### config.mk
export PLATFORM = sky130hd
export DESIGN_NAME = register_access_arbiter
export DESIGN_NICKNAME = d
export VERILOG_FILES = /design/src/rtl/register_access_arbiter.sv
export SDC_FILE = /design/constraint.sdc
export NUM_CORES = 1
export LEC_CHECK = 0
export ABC_AREA = 1
export CORE_MARGIN = 5
export CORE_UTILIZATION = 45
export CTS_CLUSTER_DIAMETER = 120
export DETAILED_ROUTE_END_ITERATION = 8
export PLACE_DENSITY = 0.8
export SLEW_MARGIN = 20
export SYNTH_ARGS = -nofsm -noshare
export SYNTH_HDL_FRONTEND = slang
export SYNTH_SLANG_ARGS = --single-unit
### constraint.sdc
create_clock -name Clk -period 2.2 [get_ports Clk]
set_input_delay 0.44 -clock Clk [delete_from_list [all_inputs] [get_ports Clk]]
set_output_delay 0.44 -clock Clk [all_outputs]
set_load 0.05 [all_outputs]
### src/rtl/register_access_arbiter.sv
// register_access_arbiter: round-robin arbiter that runs one register op per grant and acks with the result
module register_access_arbiter #(
  parameter int WIDTH = 4,
  parameter int NREQ  = 4
) (
  input  logic                    Clk,
  input  logic                    reset,
  input  logic [NREQ-1:0]         req,
  input  logic [2*NREQ-1:0]       op,
  input  logic [WIDTH*NREQ-1:0]   wdata,
  output logic [NREQ-1:0]         ack,
  output logic [WIDTH-1:0]        rdata,
  output logic                    busy,
  output logic [WIDTH-1:0]        reg_D,
  output logic                    reg_load,
  output logic                    reg_set,
  output logic                    reg_reset,
  input  logic [WIDTH-1:0]        reg_Q
);
  localparam int IW = $clog2(NREQ);
  typedef enum logic [1:0] {IDLE, ISSUE, CAPTURE, ACK} state_t;
  state_t state;
  logic [IW-1:0] rr_ptr, grant, pick, idx;
  logic [1:0] pick_op;
  logic found;
  // first pending request after the last winner, wrapping around
  always_comb begin
    pick = '0;
    idx = '0;
    found = 1'b0;
    for (int i = 1; i <= NREQ; i++) begin
      idx = IW'((int'(rr_ptr) + i) % NREQ);
      if (!found && req[idx]) begin
        found = 1'b1;
        pick = idx;
      end
    end
  end
  assign pick_op = op[2*pick +: 2];
  // transaction sequencer: arbitrate, issue one control cycle, capture Q, ack
  always_ff @(posedge Clk or negedge reset) begin
    if (!reset) begin
      state     <= IDLE;
      rr_ptr    <= IW'(NREQ-1);
      grant     <= '0;
      ack       <= '0;
      rdata     <= '0;
      busy      <= 1'b0;
      reg_D     <= '0;
      reg_load  <= 1'b0;
      reg_set   <= 1'b0;
      reg_reset <= 1'b0;
    end else begin
      ack       <= '0;
      reg_load  <= 1'b0;
      reg_set   <= 1'b0;
      reg_reset <= 1'b0;
      case (state)
        IDLE, ACK: begin
          if (found) begin
            grant     <= pick;
            rr_ptr    <= pick;
            reg_D     <= wdata[WIDTH*pick +: WIDTH];
            reg_load  <= pick_op == 2'b01;
            reg_set   <= pick_op == 2'b10;
            reg_reset <= pick_op == 2'b11;
            busy      <= 1'b1;
            state     <= ISSUE;
          end else begin
            busy  <= 1'b0;
            state <= IDLE;
          end
        end
        ISSUE: state <= CAPTURE;
        CAPTURE: begin
          rdata      <= reg_Q;
          ack[grant] <= 1'b1;
          state      <= ACK;
        end
        default: state <= IDLE;
      endcase
    end
  end
endmodule

After elaboration in Yosys (flattened, before gate mapping). Cells that the tools add are included.

Reduce and logical (&&, ||, !) cells: 10. Shifts and indexed selects: 2. Equality and inequality tests: 6. $lt $le $gt $ge: 6. Add/sub/neg operators: 4. Mux-type cells: 28.

Operators by type and width (number): 1-bit two-way mux (17); 16-bit by 5-bit indexed part select with 4-bit output (1); 2-bit by 3-bit less-than comparator with 1-bit output, second input constant (5); 1-bit binary-select mux with 2-bit select (4); 2-bit equality test, second input constant (4); 2-bit two-way mux (4); 8-bit by 4-bit indexed part select with 2-bit output (1); 2-bit case mux with 3 select lines (1); 2-bit by 1-bit adder with 2-bit output, second input constant (2); 2-bit adder, second input constant (2); 2-bit by 1-bit equality test with 1-bit output, second input constant (2); 1-bit logical AND (4); 4-bit two-way mux (1); 1-bit zero test (3); 1-bit demux with 2-bit select (1); 2-bit by 1-bit >= comparator with 1-bit output, second input constant (1); 2-bit zero test (1); 2-bit AND reduction (1); 2-bit OR reduction (1).

Input bits: 34. Register bits after elaboration: 22. Logic and storage cells: 66. Output and inout port bits: 16.

Logic depth before layout (Yosys ltp). Gate-level depths: netlist (run 1).

Depth after elaboration: 17. Depth in mapped cells: 16. Depth with buffers taken out: 14.

Worst setup path before layout (run 1). Ideal clock, no wire load.

Path kind: register to register. From: register rr_ptr[0]. To: register reg_reset. Library setup time: 116 ps. Data arrival time: 1710 ps. Buffers on the path: 2. Cell stages (with the launch flop): 14. Data required time: 2084 ps. Slack: 374 ps. Clock period less this slack: 1826 ps. Cell sequence: dfstp_2 -> buf_6 -> inv_8 -> nand2_4 -> nand2_2 -> o21ai_0 -> nand3_4 -> nand3_4 -> buf_6 -> nand2_2 -> nand3_2 -> nand2_2 -> nand2_2 -> nor2_1.

Cells in the longest elaborated chain, start to end: 17. Elaborated cells on any way between the ends: 30. Classes of those cells: 4 x add/sub; 1 x eq/ne; 1 x shift; 18 x mux; 6 x reduce/logical.

Ends and longest elaborated chain: start: declaration (line 23) `logic [IW-1:0] rr_ptr, grant, pick, idx;`; start signal: assignment (line 44) `rr_ptr <= IW'(NREQ-1);`; start signal: assignment (line 62) `rr_ptr <= pick;`; 2-bit by 1-bit adder with 2-bit output (line 32) `idx = IW'((int'(rr_ptr) + i) % NREQ);`; 1-bit binary-select mux with 2-bit select (line 33) `if (!found && req[idx]) begin`; 1-bit two-way mux (not written as such) (line 33); 1-bit two-way mux (line 33); 1-bit zero test (line 33); 1-bit logical AND (line 33); 1-bit two-way mux (line 33); 1-bit zero test (line 33); 1-bit logical AND (line 33); 1-bit two-way mux (line 33); 1-bit zero test (line 33); 1-bit logical AND (line 33); 2-bit two-way mux (line 33); 8-bit by 4-bit indexed part select with 2-bit output (line 39) `assign pick_op = op[2*pick +: 2];`; 2-bit equality test (line 66) `reg_reset <= pick_op == 2'b11;`; 1-bit two-way mux * (line 60) `if (found) begin`; 1-bit two-way mux * (line 58) `case (state)`; end signal: assignment (line 52) `reg_reset <= 1'b0;`; end signal: assignment (line 57) `reg_reset <= 1'b0;`; end signal: assignment (line 66); end: declaration (line 17) `output logic reg_reset,`.

Mark *: on every way between the ends. The rest lies on a longest branch, timed or not. The select of a mux whose other input is x is not followed. A chain may end at the register's enable or synchronous reset.

Worst setup path after layout (run 1).
From: register rr_ptr[0]. To: register reg_D[0].

Cells in the longest elaborated chain, start to end: 14. Elaborated cells on any way between the ends: 28. Classes of those cells: 4 x add/sub; 1 x shift; 16 x mux; 7 x reduce/logical.

Ends and longest elaborated chain: 2-bit by 1-bit adder with 2-bit output (line 32); 1-bit binary-select mux with 2-bit select (line 33); 1-bit two-way mux (not written as such) (line 33); 1-bit two-way mux (line 33); 1-bit zero test (line 33); 1-bit logical AND (line 33); 1-bit two-way mux (line 33); 1-bit zero test (line 33); 1-bit logical AND (line 33); 1-bit two-way mux (line 33); 1-bit zero test (line 33); 1-bit logical AND (line 33); 2-bit two-way mux or 1-bit two-way mux (tied branches) (line 33); 16-bit by 5-bit indexed part select with 4-bit output or 2-bit AND reduction (tied branches); end signal: assignment (line 63) `reg_D <= wdata[WIDTH*pick +: WIDTH];`; end: declaration (line 14) `output logic [WIDTH-1:0] reg_D,`.

Several ways; a longest one is shown, not always the timed one. The select of a mux whose other input is x is not followed.

==> results of run 1 <==
==> registers in the layout (all words and copies together) (netlist names), 2 cells and up <==
register,flops
grant,2
ack,4
rr_ptr,2
state,2
reg_D,4
rdata,4
==> cell usage after synthesis <==
| master | instances |
|---|---|
| inv_8 | 1 |
| nor3_1 | 4 |
| o21ai_0 | 2 |
| nand2_1 | 62 |
| nand2_2 | 18 |
| nor2_8 | 1 |
| nor2_1 | 3 |
| nand2_4 | 7 |
| a31oi_1 | 1 |
| nand3_2 | 6 |
| nand3_4 | 2 |
| nand4_1 | 4 |
| nand3_1 | 16 |
| dfrtp_1 | 20 |
| inv_2 | 6 |
| a21oi_4 | 1 |
| buf_6 | 2 |
| dfstp_2 | 2 |
| o21ai_1 | 4 |
| buf_4 | 1 |
| inv_1 | 12 |
| ha_1 | 1 |
| clkinv_1 | 1 |
| nor2_4 | 1 |
==> stage by stage <==
stage | hold WS (ns) | cells
after global routing | 0.4145 | 281
final | 0.4018 | 281
after floorplan | 0.1444 | 178
after detailed placement | 0.4556 | 274
after CTS | 0.4170 | 278
after global placement | 0.4467 | 274
==> per-layer routing <==
metal,GRT usage,part of all wire
met5,0,0
met2,0.2862,0.53
met4,0.04061,0.015
met1,0.1777,0.40
met3,0.03571,0.054
==> how the worst min path moves through the flow <==
stage	start	end	slack, ns	depth (start not counted)
3_5_place_dp	grant[1]	ack[0]	0.46	1
4_1_cts	reset	ack[2]	0.42	1
2_1_floorplan	reset	ack[0]	0.14	0
6_report	reset	ack[1]	0.40	1
5_1_grt	reset	ack[2]	0.41	1
3_3_place_gp	grant[1]	ack[0]	0.45	1
==> logic make-up (layout without fill, tap and decap cells) <==
family | after synthesis | in the layout | share of synthesized area
AOI/OAI and AO/OA | 8 | 8 | 0.03708
adders and majority gates | 1 | 1 | 0.008825
buffers and inverters | 23 | 82 | 0.07943
DFF | 22 | 22 | 0.3901
and+or+nand+nor | 124 | 124 | 0.4846
==> area by class of cell <==
| class | count | share of cell area |
|---|---|---|
| clock buffers | 3 | 0.01097 |
| multi-input cells | 133 | 0.3662 |
| clock inverters | 1 | 0.01463 |
| repair buffers | 58 | 0.2718 |
| flip-flops and latches | 22 | 0.2693 |
| well taps | 44 | 0.02681 |
| inverters | 20 | 0.04022 |
==> impl_metrics.json, run 1 <==
{
  "clock_skew_ns": 0.01134,
  "utilization": 0.6781,
  "layout_setup_ws_ns": 0.1830,
  "core_sq_um": 3028,
  "r2r_start": "rr_ptr[0]",
  "clock-sinks": 22,
  "final_common_cell": "nand2_1",
  "fill_cells": 264,
  "fin_crit_sh": 0.9168,
  "die_x_microns": 66.13,
  "gr-total-overflow": 0,
  "drive_above_1_share": 0.2447,
  "ctsHoldBuffers": 0,
  "clk_path_buf_depth": 2,
  "dieArea_sq_um": 4373,
  "vias": 1327,
  "post-cts-setup-buffers": 0,
  "first_global_vias": 1206,
  "path_depth": 13,
  "syn_inst": 178,
  "placed_cell_area_sq_um": 1978,
  "numCtsBuffers": 3,
  "drt_iter0_drc": 64,
  "endpoint_kind": "flip-flop",
  "ios": 50,
  "ant_nets": 0,
  "syn-num-nets": 213,
  "avgSynthCellArea_sq_um": 7.964,
  "status": "completed",
  "finalMaxSlewViolations": 0,
  "hold_class": "in -> async",
  "pre_cts_slack_ns": 0.001407,
  "synth_area_sq_um": 1418,
  "wl_per_cell_microns": 11.16,
  "root_buffer": "clkbuf_4",
  "synth_seq_cells": 22,
  "hold_violations": 0,
  "cp_common_cell": "nand2_1",
  "dp_hpwl_microns": 2541,
  "multi_input_area_sq_um": 752.0,
  "yosysUniqueCellTypes": 24,
  "arrival_ns": 2.27,
  "clock_latency_ns": 0.32,
  "rr_worst_depth": 13,
  "diodes": 0,
  "cts_max_level": 1,
  "slowest_stage": "dfstp_2",
  "postLayoutCellArea_sq_um": 2053,
  "cp_top_family": "simple AND/OR/NAND/NOR gates",
  "cts_tree": "yes",
  "clkTransAtPathRegs_ns": 0.13,
  "maxCapViolations": 0,
  "worstSetupEndpoint": "reg_D[0]",
  "final_cell_mix": "nand2_1, clkdlybuf4s50_1, dfrtp_1",
  "grt_max_degree": 14,
  "crit_type": "reg -> reg",
  "port_buffers": 49,
  "start_util": 0.4682,
  "crit_path_max_fanout": 13,
  "min_period_ns": 2.017,
  "antenna_found_initial": 0,
  "synth_area_leader_cell": "dfrtp_1",
  "cp-start-kind": "flip-flop",
  "r2r_slack_ns": 0.18,
  "dr.pass1.iters": 4,
  "die_h_microns": 66.13,
  "path_cells": "buf_4, nand2_1, nand2_2, nand2_2, nand2_4, inv_2, nand3_2, nand3_4, inv_2, nand2_1, nand3_1, nand3_1, nand2_1",
  "ys_seq_area_frac": 0.3901,
  "area_delta_synth_final_pct": 44.84,
  "vias_per_cell": 4.722,
  "cts_resized": 0,
  "slowest_delay_ns": 0.67,
  "globalplace.congestion": 0.8521,
  "timing.rr.end": "reg_D[0]",
  "required_ns": 2.46,
  "rows": 20,
  "grt_usage": 0.1553,
  "grt_pass1_wl_microns": 5278,
  "register_area_sq_um": 553.0,
  "netlist.area_leader.share": 0.3530,
  "tightest_slew_ns": 0.5455,
  "critPathLaunch": "rr_ptr[0]",
  "synth_area_leaders": "dfrtp_1, nand2_1, nand2_2",
  "worst-path-buf-inv": 3,
  "setup_violations": 0,
  "wl_microns": 3136,
  "finalSetupTns_ns": 0,
  "rsz0062_at_grt": "no",
  "slew_headroom": 0.6352,
  "post-route-drc-count": 0,
  "fmax_mhz": 495.8,
  "synth_warnings": 0,
  "layout.nets": 273
}
Power of run 1 is not shown: default switching activity piles up to over one toggle a cycle in this logic, so the estimate is an artifact.
==> inputs of run 2 (changes only) <==
Settings changed: RECOVER_POWER set to 100.
==> run 2 against run 1 <==
Fmax decreased by 1.5%. Cell count stayed put. Clock-buffer cell count unchanged. Critical endpoint is now rdata[0]. Via count is 0.83% higher. Clock skew rose by 0.00063 ns. Critical path depth fell by 12. Critical path type is now reg -> out. Core utilization down 0.45 points.
==> impl_metrics.json, run 2 (synthesis gave the netlist of run 1 again) <==
{
  "port_buffers": 49,
  "reg_top3": "ack x4, rdata x4, reg_D x4",
  "required_ns": 1.76,
  "clk_path_buf_depth": 2,
  "cts_resized": 0,
  "cp_top_family": "buffers and inverters",
  "first_global_vias": 1206,
  "arrival_ns": 1.61,
  "die_h_microns": 66.13,
  "drive_above_1_share": 0.2321,
  "root_buffer": "clkbuf_4",
  "die_x_microns": 66.13,
  "cts_max_level": 1,
  "post-route-drc-count": 0,
  "clock_latency_ns": 0.32,
  "dp_cells": 274,
  "layout.nets": 273,
  "cp-start-kind": "flip-flop",
  "grt_use_met2": 0.2862,
  "finalSetupTns_ns": 0,
  "utilization": 0.6736,
  "tightest_slew_ns": 0.6575,
  "gr-total-overflow": 0,
  "ant_nets": 0,
  "status": "completed",
  "clock_skew_ns": 0.01197,
  "final_cell_mix": "nand2_1, clkdlybuf4s50_1, dfrtp_1",
  "clkTransAtPathRegs_ns": 0.13,
  "final_common_cell": "nand2_1",
  "antenna_found_initial": 0,
  "globalplace.congestion": 0.8521,
  "wl_per_cell_microns": 11.12,
  "dieArea_sq_um": 4373,
  "worst-path-buf-inv": 1,
  "cts_tree": "yes",
  "grt_max_degree": 14,
  "finalMaxSlewViolations": 0,
  "ios": 50,
  "fill_cells": 266,
  "start_util": 0.4682,
  "vias_per_cell": 4.762,
  "hold_class": "in -> async",
  "setup_violations": 0,
  "vias": 1338,
  "crit_path_max_fanout": 2,
  "numCtsBuffers": 3,
  "grt_pass1_wl_microns": 5278,
  "area_delta_synth_final_pct": 43.87,
  "rows": 20,
  "maxCapViolations": 0,
  "fmax_mhz": 488.2,
  "slew_headroom": 0.5617,
  "crit_type": "reg -> out",
  "met3_usage": 0.03571,
  "drt_iter0_drc": 64,
  "slowest_stage": "dlygate4sd3_1",
  "min_period_ns": 2.048,
  "grt_usage": 0.1553,
  "whs_ns": 0.4695,
  "dr.pass1.iters": 4,
  "top_usage_layer": "met2",
  "rsz0062_at_grt": "no",
  "dp_hpwl_microns": 2541,
  "gr-usage-met1": 0.1777,
  "wl_microns": 3125,
  "slowest_delay_ns": 0.90,
  "path_cells": "dlygate4sd3_1",
  "hold_violations": 0,
  "final_cells": 281,
  "fin_crit_sh": 0.9310,
  "core_sq_um": 3028,
  "clock-sinks": 22,
  "diodes": 0,
  "endpoint_kind": "primary output"
}
run 2: changes by cell type in the layout (fill, tap and decap cells not counted), sizes merged:
| cell | before | now |
|---|---|---|
| buf | 9 | 8 |
| clkdlybuf4s50 | 49 | 32 |
| clkbuf | 3 | 4 |
| dlygate4sd3 | 0 | 17 |
run 2: stage by stage:
stage,worst slack (ns),area [sq um]
4_1_cts,0.1460,2031
2_1_floorplan,0.3745,1418
6_report,0.1518,2039
3_5_place_dp,0.001407,1978
5_1_grt,0.007953,2039
3_3_place_gp,0.002970,1978
run 2: metal layers:
layer  vias up  routed length (microns)
met3         5                      178
met1       602                     1220
met4         0                       46
li1        685                        -
met2        46                     1679
met5         -                        0
run 2: worst paths after layout:
path                                start       end  slack (ns)  cells after the start
worst max-delay path             rdata[0]  rdata[0]        0.15                      1
worst min-delay path                reset    ack[1]        0.47                      1
worst max register to register  rr_ptr[0]  reg_D[0]        0.17                     13
worst min register to register   grant[1]    ack[0]        0.47                      1
max in group asynchronous           reset      busy        0.80                      2
min in group Clk                 grant[1]    ack[0]        0.47                      1
run 2: layout make-up:
cell class	instances	area [sq um]	area share
multi-input cells	133	742.0	0.3638
repair buffers	58	554.3	0.2718
flip-flops and latches	22	553.0	0.2712
inverters	20	82.58	0.04049
well taps	44	55.05	0.02699
clock inverters	1	30.03	0.01472
clock buffers	3	22.52	0.01104
run 2: repair_timing:
action	CTS	global route
hold buffers	0	0
buffers inserted	0	3
endpoints found under the setup margin	0	6
Power of run 2 is left out for the same reason.
==> inputs of run 3 (changes only) <==
Settings changed: CORE_MARGIN 5 to 3, HOLD_SLACK_MARGIN set to 0.03.
==> run 3 against run 2 <==
Design area shrank 0.25%. Fmax grew 1.1%. First-iteration DRC count grew 33%. Non-clock buffer count shrank 2. Via count grew 1.3%. Die area shrank 12%. Sequential share of layout area grew 0.067 points. Flip-flop and latch count is the same. Register-to-register slack is essentially flat. Clock-buffer cell count is the same. Highest routed layer unchanged.
==> impl_metrics.json, run 3 (synthesis gave the netlist of run 1 again) <==
{
  "port_buffers": 49,
  "ios": 50,
  "first_global_vias": 1321,
  "root_buffer": "clkbuf_4",
  "vias": 1356,
  "crit_path_max_fanout": 13,
  "cp-start-kind": "flip-flop",
  "wl_microns": 3334,
  "fill_cells": 239,
  "grt_usage": 0.1729,
  "gr-total-overflow": 0,
  "maxCapViolations": 0,
  "required_ns": 2.46,
  "drive_above_1_share": 0.2213,
  "rows": 19,
  "grt_pass1_wl_microns": 5595,
  "clock_latency_ns": 0.31,
  "final_cell_mix": "nand2_1, clkdlybuf4s50_1, dfrtp_1",
  "status": "completed",
  "die_h_microns": 62.13,
  "whs_ns": 0.4804,
  "drt_iter0_drc": 85,
  "timing.rr.end": "reg_D[3]",
  "ctsHoldBuffers": 0,
  "dp_hpwl_microns": 2697,
  "min_period_ns": 2.026,
  "path_cells": "clkbuf_2, nand2_1, nand2_2, nand2_2, nand2_4, inv_2, nand3_4, nand3_4, inv_2, nand2_1, nand3_1, nand3_1, nand2_1",
  "slowest_delay_ns": 0.59,
  "grt_max_degree": 14,
  "critPathLaunch": "rr_ptr[0]",
  "tightest_slew_ns": 0.6035,
  "globalplace.congestion": 0.9012,
  "core_sq_um": 2877,
  "dieArea_sq_um": 3860,
  "cts_max_level": 1,
  "worstSetupEndpoint": "reg_D[3]",
  "ant_nets": 0,
  "slew_headroom": 0.5977,
  "clkTransAtPathRegs_ns": 0.12,
  "die_x_microns": 62.13,
  "endpoint_kind": "flip-flop",
  "clk_path_buf_depth": 2,
  "vias_per_cell": 4.895,
  "arrival_ns": 2.28,
  "dr.pass1.iters": 4,
  "layout.nets": 271,
  "hold_class": "reg -> reg",
  "diodes": 0,
  "start_util": 0.4928,
  "r2r_start": "rr_ptr[0]",
  "wl_per_cell_microns": 12.04,
  "final_common_cell": "nand2_1",
  "r2r_slack_ns": 0.17,
  "postLayoutCellArea_sq_um": 2034,
  "slowest_stage": "dfstp_2",
  "clock-sinks": 22,
  "finalMaxSlewViolations": 0,
  "cts_tree": "yes",
  "utilization": 0.7073,
  "fin_crit_sh": 0.9208,
  "area_delta_synth_final_pct": 43.51,
  "fmax_mhz": 493.7,
  "hold_violations": 0,
  "cp_common_cell": "nand2_1",
  "crit_type": "reg -> reg",
  "clock_skew_ns": 0.003282,
  "antenna_found_initial": 0,
  "setup_violations": 0,
  "rr_worst_depth": 13,
  "post-route-drc-count": 0,
  "reg_top3": "ack x4, rdata x4, reg_D x4",
  "rsz0062_at_grt": "no",
  "placed_cell_area_sq_um": 1961,
  "numCtsBuffers": 3
}
[run 3: cell types whose count changed in the layout (fill, tap and decap cells not counted)]
cell      previous run  this run
nand3_2              4         5
inv_2                6         5
nand3_1             18        17
inv_1               12        13
nand2_2             18        17
buf_12               0         1
clkbuf_2             0         1
nand2_1             62        63
buf_4                8         4
[run 3: how the worst min path moves through the flow]
stage	to	startpoint	slack, ns	depth (start not counted)
2_1_floorplan	ack[0]	reset	0.14	0
3_3_place_gp	ack[0]	grant[1]	0.45	1
3_5_place_dp	ack[2]	grant[0]	0.46	1
4_1_cts	rdata[3]	reset	0.45	1
5_1_grt	ack[1]	grant[1]	0.52	1
6_report	rdata[0]	rdata[0]	0.48	2
[run 3: routing by layer]
metal / part of all wire / wire length (microns) / track usage / vias to the layer above
met4: 0.0042 / 14 / 0.03315 / 0
li1: - / - / - / 680
met5: 0 / 0 / 0 / -
met2: 0.55 / 1823 / 0.3199 / 42
met3: 0.057 / 191 / 0.03964 / 2
met1: 0.39 / 1305 / 0.2046 / 632
[run 3: per-stage QoR]
step	std cells	setup TNS [ns]	worst slack, ns
global placement	270	0	0.06055
detailed placement	270	-0.1051	-0.03684
CTS	274	0	0.1143
global route	277	0	0.02881
floorplan	178	0	0.3745
finish	277	0	0.1743
[run 3: area by class of cell]
| cell class | instances | area (sq um) | share of cell area |
|---|---|---|---|
| clock buffer | 3 | 22.52 | 0.01107 |
| multi-input combinational | 133 | 744.5 | 0.3659 |
| tap | 42 | 52.55 | 0.02583 |
| timing repair buffer | 56 | 549.3 | 0.2700 |
| inverter | 20 | 82.58 | 0.04059 |
| sequential | 22 | 553.0 | 0.2718 |
| clock inverter | 1 | 30.03 | 0.01476 |
[run 3: timing repair]
action | in CTS | in global routing
setup buffers | 0 | 3
resized for setup | 0 | 1
setup endpoints to repair | 0 | 4
[run 3: critical path, delay by kind of cell (launching register included)]
family,cells,cell delay (ns)
buffers and inverters,3,0.43
AND/OR/NAND/NOR,10,0.93
flip-flops,1,0.59
Power of run 3 is left out for the same reason.
